==> src/rtl/mem_arbiter.sv <==
// rtl/mem_arbiter.sv - single-port memory arbiter for CPU and debug/loader masters
// Optional starvation guard compiled in when ARB_STARVE_GUARD_EN is defined.
module mem_arbiter #(
   parameter int MEM_WORDS = 512,
   parameter int MAX_WAIT  = 4
) (
   input  logic        clk_i,
   input  logic        rst_i,

   input  logic        cpu_req_i,
   input  logic        cpu_we_i,
   input  logic [15:0] cpu_addr_i,
   input  logic [7:0]  cpu_wdata_i,
   output logic        cpu_gnt_o,
   output logic        cpu_rvalid_o,
   output logic [7:0]  cpu_rdata_o,

   input  logic        dbg_req_i,
   input  logic        dbg_we_i,
   input  logic [15:0] dbg_addr_i,
   input  logic [7:0]  dbg_wdata_i,
   output logic        dbg_gnt_o,
   output logic        dbg_rvalid_o,
   output logic [7:0]  dbg_rdata_o,

   input  logic        dbg_lock_i,
   output logic        locked_o,

   output logic        mem_en_o,
   output logic        mem_we_o,
   output logic [8:0]  mem_addr_o,
   output logic [7:0]  mem_wdata_o,
   input  logic [7:0]  mem_rdata_i
);

   localparam logic [16:0] MEM_WORDS_L = 17'(MEM_WORDS);
   localparam logic [2:0]  MAX_WAIT_L  = 3'(MAX_WAIT);
   localparam logic        OWNER_CPU   = 1'b0;
   localparam logic        OWNER_DBG   = 1'b1;

   typedef enum logic {
      ST_ARB    = 1'b0,
      ST_LOCKED = 1'b1
   } state_t;

   state_t      state_q, state_d;

   // read-return bookkeeping captured at the grant
   logic        owner_q, owner_d;
   logic        rd_q, rd_d;
   logic        oor_q, oor_d;

   logic        cpu_gnt, dbg_gnt, any_gnt;
   logic        guard_fire;

   // selected master's request fields
   logic        win_dbg;
   logic        win_we;
   logic [15:0] win_addr;
   logic [7:0]  win_wdata;
   logic        win_in_range;
   logic        mem_access;

   logic [7:0]  ret_data;

`ifdef ARB_STARVE_GUARD_EN
   logic [2:0]  wait_q, wait_d;

   // debug port takes the slot once it has waited MAX_WAIT cycles
   assign guard_fire = dbg_req_i && (wait_q == MAX_WAIT_L);

   // count consecutive ungranted debug-request cycles; forced to 0 while locked
   always_comb begin
      wait_d = 3'd0;
      if (state_q == ST_ARB && dbg_req_i && !dbg_gnt) begin
         if (wait_q == MAX_WAIT_L) begin
            wait_d = wait_q;
         end else begin
            wait_d = wait_q + 3'd1;
         end
      end
   end

   // wait counter register
   always_ff @(posedge clk_i) begin
      if (rst_i) begin
         wait_q <= 3'd0;
      end else begin
         wait_q <= wait_d;
      end
   end
`else
   // strict CPU priority: the debug port only wins when the CPU is idle
   assign guard_fire = 1'b0;
`endif

   // FSM state register
   always_ff @(posedge clk_i) begin
      if (rst_i) begin
         state_q <= ST_ARB;
      end else begin
         state_q <= state_d;
      end
   end

   // FSM next state: enter LOCKED on a locked debug grant, leave when lock drops
   always_comb begin
      state_d = state_q;
      case (state_q)
         ST_ARB: begin
            if (dbg_gnt && dbg_lock_i) begin
               state_d = ST_LOCKED;
            end
         end
         ST_LOCKED: begin
            if (!dbg_lock_i) begin
               state_d = ST_ARB;
            end
         end
         default: state_d = ST_ARB;
      endcase
   end

   // FSM outputs: grants; the cycle lock drops is already arbitrated normally
   always_comb begin
      cpu_gnt = 1'b0;
      dbg_gnt = 1'b0;
      if (!rst_i) begin
         if (state_q == ST_LOCKED && dbg_lock_i) begin
            dbg_gnt = dbg_req_i;
         end else begin
            cpu_gnt = cpu_req_i && !guard_fire;
            dbg_gnt = dbg_req_i && (!cpu_req_i || guard_fire);
         end
      end
   end

   assign any_gnt   = cpu_gnt || dbg_gnt;
   assign cpu_gnt_o = cpu_gnt;
   assign dbg_gnt_o = dbg_gnt;
   assign locked_o  = !rst_i && (state_q == ST_LOCKED);

   // select the winning master's request fields
   always_comb begin
      win_dbg   = 1'b0;
      win_we    = 1'b0;
      win_addr  = 16'h0000;
      win_wdata = 8'h00;
      if (dbg_gnt) begin
         win_dbg   = 1'b1;
         win_we    = dbg_we_i;
         win_addr  = dbg_addr_i;
         win_wdata = dbg_wdata_i;
      end else if (cpu_gnt) begin
         win_we    = cpu_we_i;
         win_addr  = cpu_addr_i;
         win_wdata = cpu_wdata_i;
      end
   end

   // out-of-range accesses are granted but never reach the memory
   assign win_in_range = ({1'b0, win_addr} < MEM_WORDS_L);
   assign mem_access   = any_gnt && win_in_range;

   // memory strobe and fields, all zero when no access is issued
   always_comb begin
      mem_en_o    = mem_access;
      mem_we_o    = mem_access && win_we;
      mem_addr_o  = 9'h000;
      mem_wdata_o = 8'h00;
      if (mem_access) begin
         mem_addr_o  = win_addr[8:0];
         mem_wdata_o = win_wdata;
      end
   end

   // read tag capture: owner holds until the next grant
   always_comb begin
      owner_d = owner_q;
      rd_d    = any_gnt && !win_we;
      oor_d   = any_gnt && !win_in_range;
      if (any_gnt) begin
         owner_d = win_dbg ? OWNER_DBG : OWNER_CPU;
      end
   end

   // read tag registers; reset discards any read granted just before
   always_ff @(posedge clk_i) begin
      if (rst_i) begin
         owner_q <= OWNER_CPU;
         rd_q    <= 1'b0;
         oor_q   <= 1'b0;
      end else begin
         owner_q <= owner_d;
         rd_q    <= rd_d;
         oor_q   <= oor_d;
      end
   end

   assign ret_data = oor_q ? 8'hFF : mem_rdata_i;

   // route returned data to its owner; the other port sees zero
   always_comb begin
      cpu_rvalid_o = !rst_i && rd_q && (owner_q == OWNER_CPU);
      dbg_rvalid_o = !rst_i && rd_q && (owner_q == OWNER_DBG);
      cpu_rdata_o  = cpu_rvalid_o ? ret_data : 8'h00;
      dbg_rdata_o  = dbg_rvalid_o ? ret_data : 8'h00;
   end

endmodule
==> config.mk <==
export PLATFORM = sky130hd
export DESIGN_NAME = mem_arbiter
export DESIGN_NICKNAME = d
export VERILOG_FILES = /design/src/rtl/mem_arbiter.sv
export SDC_FILE = /design/constraint.sdc
export NUM_CORES = 1
export LEC_CHECK = 0
export CORE_MARGIN = 2
export CORE_UTILIZATION = 22
export CTS_BUF_LIST = sky130_fd_sc_hd__clkbuf_8
export DETAILED_ROUTE_END_ITERATION = 10
export GPL_TIMING_DRIVEN = 0
export PLACE_DENSITY = 0.83
export SLEW_MARGIN = 5
export SYNTH_ARGS = -nofsm -noshare
export SYNTH_HDL_FRONTEND = slang
export SYNTH_SLANG_ARGS = --single-unit
export TNS_END_PERCENT = 30
==> constraint.sdc <==
create_clock -name clk_i -period 1.6 [get_ports clk_i]
set_clock_uncertainty 0.15 [all_clocks]
set_input_delay 0.16 -clock clk_i [delete_from_list [all_inputs] [get_ports clk_i]]
set_output_delay 0.16 -clock clk_i [all_outputs]
set_load 0.005 [all_outputs]
# After elaboration in Yosys (flattened, before gate mapping)

Index checks and enable logic that the tools add are counted.

Bitwise logic cells: 2
Mux-type cells: 20
Reductions and logical operators: 16
Order comparisons: 1

Operator list:

| cell                                                 | number |
|---|---|
| two-way mux 8 bit                                    | 6 |
| two-way mux 16 bit                                   | 2 |
| < comparator 16 x 10 -> 1 bit, second input constant | 1 |
| logical AND 1 bit                                    | 11 |
| two-way mux 1 bit                                    | 10 |
| two-way mux 9 bit                                    | 1 |
| logical NOT 1 bit                                    | 4 |
| NOT 1 bit                                            | 2 |
| one-hot mux 1 bit (2 select lines)                   | 1 |
| logical OR 1 bit                                     | 1 |

Bits in registers: 4
Output and inout bits: 40
Logic and storage cells: 43
Input port bits: 63

# Logic depth before layout (Yosys ltp)

Gate-level depths: netlist of run 1.

Word-level depth: 8
Mapped depth: 6
Gate-level depth less buffers: 5

# Least setup slack after synthesis of run 1

Ideal clock, no wire load.

Path kind: register to output
Start: reg state_q
End: out mem_addr_o[0]
Required time: 1.290 ns
Slack: 0.114 ns
Arrival time: 1.176 ns
Buffers on the path: 2
Cell stages (with the launch flop): 7
Cell sequence: dfxtp_1 -> a21bo_2 -> nand2_1 -> o31a_1 -> buf_6 -> buf_8 -> nor2_1

Longest elaborated chain between the ends: 8
Elaborated cells between the ends (all ways): 11
Classes of those cells: order compare (1); mux (7); reduce/logical (3)

RTL lines:

| element                       | line | RTL |
|---|---|---|
| from (decl)                   | 46   | `state_t state_q, state_d;` |
| from (signal assigned)        | 102  | `state_q <= state_d;` |
| logical AND 1 bit *           | 129  | `if (state_q == ST_LOCKED && dbg_lock_i) begin` |
| two-way mux 1 bit             | 129  |  |
| two-way mux 1 bit             | 128  | `if (!rst_i) begin` |
| two-way mux 16 bit            | 154  | `end else if (cpu_gnt) begin` |
| two-way mux 16 bit            | 149  | `if (dbg_gnt) begin` |
| < comparator 16 x 10 -> 1 bit | 162  | `assign win_in_range = ({1'b0, win_addr} < MEM_WORDS_L);` |
| logical AND 1 bit             | 163  | `assign mem_access = any_gnt && win_in_range;` |
| two-way mux 9 bit *           | 171  | `if (mem_access) begin` |
| to (decl)                     | 31   | `output logic [8:0] mem_addr_o,` |

Every way passes the cells marked *; elsewhere a longest branch is shown, timed or not.

# Worst setup path in the final report of run 1

Start: reg state_q
End: out mem_addr_o[3]

Same word-level chain as after synthesis.

==> impl_results.md, run 1 <==
- Status: finished with violations
- Failing checks: setup timing
- CP Max Fanout: 6
- Core Area: roughly 2700 µm²
- Worst slew margin: between 80% and 90%
- Crit end category: primary output
- DP Area: between 1500 and 2000 µm²
- Number of H-tree levels: 1
- Clk_lat worst skew: about 0.22 ns
- Grt ovf: 0
- First-pass GRT wire length: between 5 and 6 mm
- GRT Util Overall: 22.9%
- Post-synth EDFFs: 0
- Internal Power: around 0.5 mW
- RePlAce Congestion: ~0.75
- Hold WC Path Type: input port to flop
- Most common cell after layout, fill and taps aside: clkdlybuf4s50_1
- Commonest cells after routing, fill and taps aside: clkdlybuf4s50_1, nor2_1, buf_2, dlygate4sd2_1, nor2_2
- Post-route core utilization: 76.0%
- Type of origin of the critical path: flop
- Pre-Repair DR Iteration Count: 4
- Dpl ws: -0.874 ns
- Final setup viols: 21
- Number of global-route vias before repair: ~1400
- Die ar.: around 3200 µm²
- Gate power share: 52.6%
- Vias: about 1300
- Setup CP Type: flop to primary output
- Clk sink count: 4
- CTS tree: yes
- Initial Util: 22.7%
- Clock power share: a little under a third
- Reg clk slew, reported paths: approximately 0.03 ns
- Sequential power share: 16.2%
- Lkg Pwr: ~0.98 nW
- Register area share after synthesis: around an eighth
- Tcrit/Tclk final: 120%
- Sw Share: around 28%
- MaxCap Viol Count: 0
- Post-DP HPWL: 2.57 mm
- Worst EP required: roughly 1.3 ns
- Wire per inst: around 15 µm
- Final Max Tran Viols: 0
- Syn Nets: roughly 170
- P_sw: 0.194 mW
- Root Buffer: clkbuf_8
- Cell variety after synth: 25
- Synth Instances: just over 100
- # hold bufs at CTS: 0
- Synthesized flop and latch total: 4
- Final WL: between 3 and 4 mm
- Initial DRC Count: between 60 and 70
- Avg Cell Area, Syn: 5.93 µm²
- Final hold violation count: 0
- Period minus WS final: ~1.9 ns
- Die W: between 50 and 60 µm
- Final Cell Area: just over 2000 µm²
- Crit path DAT: approximately 1.6 ns
- Post-Syn Area: between 600 and 700 µm²
- # rows: 19
- ANT cells: 0
- Share of layout cells above drive strength 1: 47.8%
- Maximum clock frequency: ~520 MHz
- Async set-reset flop share out of synthesis: 0%
- Maximum VDD drop: 0.304 mV
- Final setup margin: -0.326 ns
- Max clock buf depth: 2
- Die height: between 50 and 60 µm
- Worst-margin pin slew: ~0.27 ns
- Yosys Warn Count: 0
- P&R area growth vs syn: 234%
- Final Net Count: approximately 300
- Antenna viol nets, final: 0
- Top Ports: 103
- Antenna violations before repair: 0
- Via density: 5.00
- PortBufs: a little over 100
- Main synth FF type: dfxtp_1
- CTS Buf Count: 3
- Pin count of the biggest net entering global routing: 11
- P per Cell Area: 336 nW/µm²
- RSZ-0062 raised after global routing: yes
- DRC: 0
worst paths after layout:
check        slack [ns]  depth (start not counted)        from             to
max               -0.33                          7     state_q  mem_addr_o[3]
max reg2reg        0.04                          7     state_q          oor_q
min                0.25                          2  dbg_lock_i        state_q
min reg2reg        0.37                          2     owner_q        owner_q
cell type report:
cell class | instances | area, µm²
well taps | 31 | 38.8
plain buffers | 7 | 86.3
multi-input cells | 87 | 682
clock buffers | 3 | 41.3
inverters | 5 | 18.8
fillers | 204 | 646
flip-flops and latches | 4 | 86.3
repair buffers | 122 | 1090
cell usage after synthesis, drive strengths merged (2+ instances only):
cell type,number,share of area (%)
clkbuf,3,1.8
buf,5,6.6
inv,5,3.1
dfxtp,4,13
nand2,2,1.2
nor2b,2,2.0
nor2,48,30
nor4,2,3.1
nor3,2,1.6
o21a,2,2.5
a22oi,18,22
state kept, by name, summed over array words and instances (netlist names):
signal	cells
oor_q	1
owner_q	1
rd_q	1
state_q	1
layer usage:
metal | vias to the layer above | share of wire [%] | global-route usage, %
li1 | 613 | - | -
met1 | 600 | 33 | 22.7
met2 | 74 | 59 | 45.7
met3 | 8 | 6.8 | 3.69
met4 | 0 | 1.5 | 9.86
met5 | - | 0 | 0
critical path, stage by stage (launching register included):
cell and delay (ns):
dfxtp_4 0.36, a21bo_4 0.15, nand2_4 0.05, o31a_1 0.31, buf_6 0.16, buf_16 0.15, nor2_4 0.10, buf_2 0.12
per-stage QoR:
step | power (mW) | cells | setup TNS (ns) | hold slack (ns)
floorplan | 0.190 | 103 | 0 | 0.0824
global placement | 0.381 | 236 | -28.09 | 0.338
detailed placement | 0.391 | 236 | -28.86 | 0.342
CTS | 0.663 | 261 | -4.56 | 0.225
global route | 0.716 | 259 | -6.22 | 0.271
finish | 0.686 | 259 | -5.16 | 0.247
cells by family after synthesis:
family | synth area share (%)
simple gates | 41.6
compound gates | 33.8
buf+inv | 11.5
flops | 13.1
what timing repair did:
action | CTS | global route
pin swaps | 23 | 16
endpoints found under the setup margin | 40 | 31
resized for setup | 184 | 42
setup buffers | 18 | 2
cloned | 5 | 0
power by group through the flow:
stage                     clock, mW  combinational (mW)  sequential, mW
after CTS                     0.217               0.334           0.112
after detailed placement          0               0.280           0.111
after floorplan                   0              0.0796           0.111
after global routing          0.221               0.384           0.112
after global placement            0               0.270           0.111
final                         0.214               0.361           0.111
(Power assumes the default switching activity.)
==> run 2, diff against run 1 <==
--- a/config.mk
+++ b/config.mk
@@ -8,8 +8,8 @@
 export CORE_MARGIN = 2
 export CORE_UTILIZATION = 22
 export CTS_BUF_LIST = sky130_fd_sc_hd__clkbuf_8
+export CTS_CLUSTER_SIZE = 25
 export DETAILED_ROUTE_END_ITERATION = 10
-export GPL_TIMING_DRIVEN = 0
 export PLACE_DENSITY = 0.83
 export SLEW_MARGIN = 5
 export SYNTH_ARGS = -nofsm -noshare
==> impl_results.md, run 2 (synthesis gave the netlist of run 1 again) <==
- Vias: 1282 (-1.0%)
- Via density: 4.97 (-0.62%)
- Type of origin of the critical path: flop
- Commonest cells after routing, fill and taps aside: clkdlybuf4s50_1, buf_2, nor2_1, a22oi_1
- CP Max Fanout: 9 (+3)
- MaxCap Viol Count: 0 (unchanged)
- Reg clk slew, reported paths: 0.03 ns (about the same)
- CTS tree: yes
- Worst slew margin: 78.5% (-3.3 points)
- # hold bufs at CTS: 0 (unchanged)
- PortBufs: 102 (unchanged)
- GRT Util Overall: 24.1% (+1.1 points)
- ANT cells: 0 (unchanged)
- DP Area: 1750 µm² (+4.6%)
- Hold WC Path Type: input port to flop
- # rows: 19 (unchanged)
- Final Cell Area: 1940 µm² (-5.0%)
- Number of H-tree levels: 1 (unchanged)
- Ordered cell list for the critical path: a21bo_4, nand2_4, o31a_1, buf_12, nor2_1, buf_2
- CP max stage cell: o31a_1
- Antenna viol nets, final: 0 (unchanged)
- Share of layout cells above drive strength 1: 44.5% (-3.3 points)
- Wire per inst: 14.8 µm (-4.3%)
- Pre-Repair DR Iteration Count: 4 (unchanged)
- RSZ-0062 raised after global routing: yes
- Die ar.: 3210 µm² (unchanged)
- Top delay family on crit path: compound AO/OA/AOI/OAI gates
- Post-DP HPWL: 2.58 mm (+0.11%)
- Status: finished with violations
- Crit end category: primary output
- TNS Setup: -4.86 ns (+0.298 ns)
- Die height: 56.7 µm (unchanged)
- Worst EP required: 1.29 ns (about the same)
- Failing checks: setup timing
- Clk_lat worst skew: 0.21 ns (about the same)
- DRC: 0 (unchanged)
- Crit path DAT: 1.58 ns (-0.04 ns)
- Fillers: 217 (+6.4%)
- Maximum VDD drop: 0.269 mV (-12%)
- RePlAce Congestion: 0.722 (-3.5%)
- Most common cell after layout, fill and taps aside: clkdlybuf4s50_1
- Clk sink count: 4 (unchanged)
- Final Max Tran Viols: 0 (unchanged)
- First-pass GRT wire length: 6.12 mm (+3.1%)
- Die W: 56.7 µm (unchanged)
- Pin count of the biggest net entering global routing: 19 (+8)
- Grt ovf: 0 (unchanged)
- Core Area: 2690 µm² (unchanged)
- Maximum clock frequency: 530 MHz (+2.1%)
- Setup CP Type: flop to primary output
- Final hold violation count: 0 (unchanged)
- Number of global-route vias before repair: 1351 (-0.88%)
- Top Ports: 103 (unchanged)
- Antenna violations before repair: 0 (unchanged)
- Final setup margin: -0.285 ns (+0.0404 ns)
- Initial DRC Count: 76 (+10%)
- CTS Buf Count: 3 (unchanged)
- Tcrit/Tclk final: 118% (-2.5 points)
- Crit-path max cell delay: 0.38 ns (+0.02 ns)
- Lkg Pwr: 0.934 nW (-4.8%)
- Root Buffer: clkbuf_8
- P per Cell Area: 343 nW/µm² (+2.0%)
- Initial Util: 22.7% (unchanged)
- Final WL: 3.81 mm (-4.7%)
- Period minus WS final: 1.89 ns (-0.0404 ns)
- Buf+Inv Stages, Crit Path: 2 (-1)
- Final Net Count: 292 (-0.34%)
- Max clock buf depth: 2 (unchanged)
- Final setup viols: 21 (unchanged)
- P&R area growth vs syn: 217%
- Worst-margin pin slew: 0.321 ns (+0.0488 ns)
run 2: changes by cell type in the layout (fill, tap and decap cells not counted), moves of 3 or more:
cell / change
a22oi_1: +12
a22oi_2: -12
buf_12: +3
buf_2: +8
buf_8: -3
dlygate4sd2_1: -6
dlymetal6s2s_1: -3
run 2: metal layers:
layer / vias to the layer above / part of all wire, % / GRT usage [%]
li1: 610 / - / -
met1: 588 / 34 / 24.9
met2: 74 / 55 / 44.9
met3: 10 / 8.0 / 4.84
met4: 0 / 2.4 / 12.6
met5: - / 0 / 0
run 2: final timing paths:
path | start | end | slack, ns | cells after the start
worst min register to register | owner_q | owner_q | 0.48 | 3
worst max register to register | state_q | oor_q | 0.09 | 5
worst min-delay path | rst_i | owner_q | 0.23 | 4
worst max-delay path | state_q | mem_wdata_o[5] | -0.29 | 6
run 2: per-stage QoR:
step                      util (%)  hold slack, ns  power [mW]  std cells  setup WS [ns]
after floorplan                  -          0.0824       0.190        103          0.114
after global placement        65.0           0.437       0.404        240         -0.686
after detailed placement      65.0           0.448       0.413        240         -0.828
after CTS                     71.4           0.210       0.653        259         -0.254
after global routing          72.1           0.225       0.706        258         -0.343
final                         72.1           0.230       0.665        258         -0.285
run 2: repair_timing:
item	4_1_cts	5_1_grt
cloned	2	0
gates resized for setup	202	25
pin swaps	19	7
endpoints found under the hold margin	0	0
setup buffers	15	0
endpoints found under the setup margin	40	34
run 2: layout make-up:
cell class	instances	area, µm²	share of cell area (%)
clock buffers	3	41.3	2.13
inverters	5	18.8	0.968
multi-input cells	87	609	31.4
flip-flops and latches	4	83.8	4.33
well taps	31	38.8	2.00
repair buffers	128	1150	59.1
run 2: tightest hold or removal path: stages:
cell	delay, ns
buf_2	0.12
buf_6	0.12
buf_4	0.11
nor3_1	0.04
run 2: power by group:
part | switching, mW | total (mW) | internal (mW)
clock network | 0.0506 | 0.211 | 0.160
logic | 0.119 | 0.337 | 0.218
registers | 0.00894 | 0.117 | 0.108
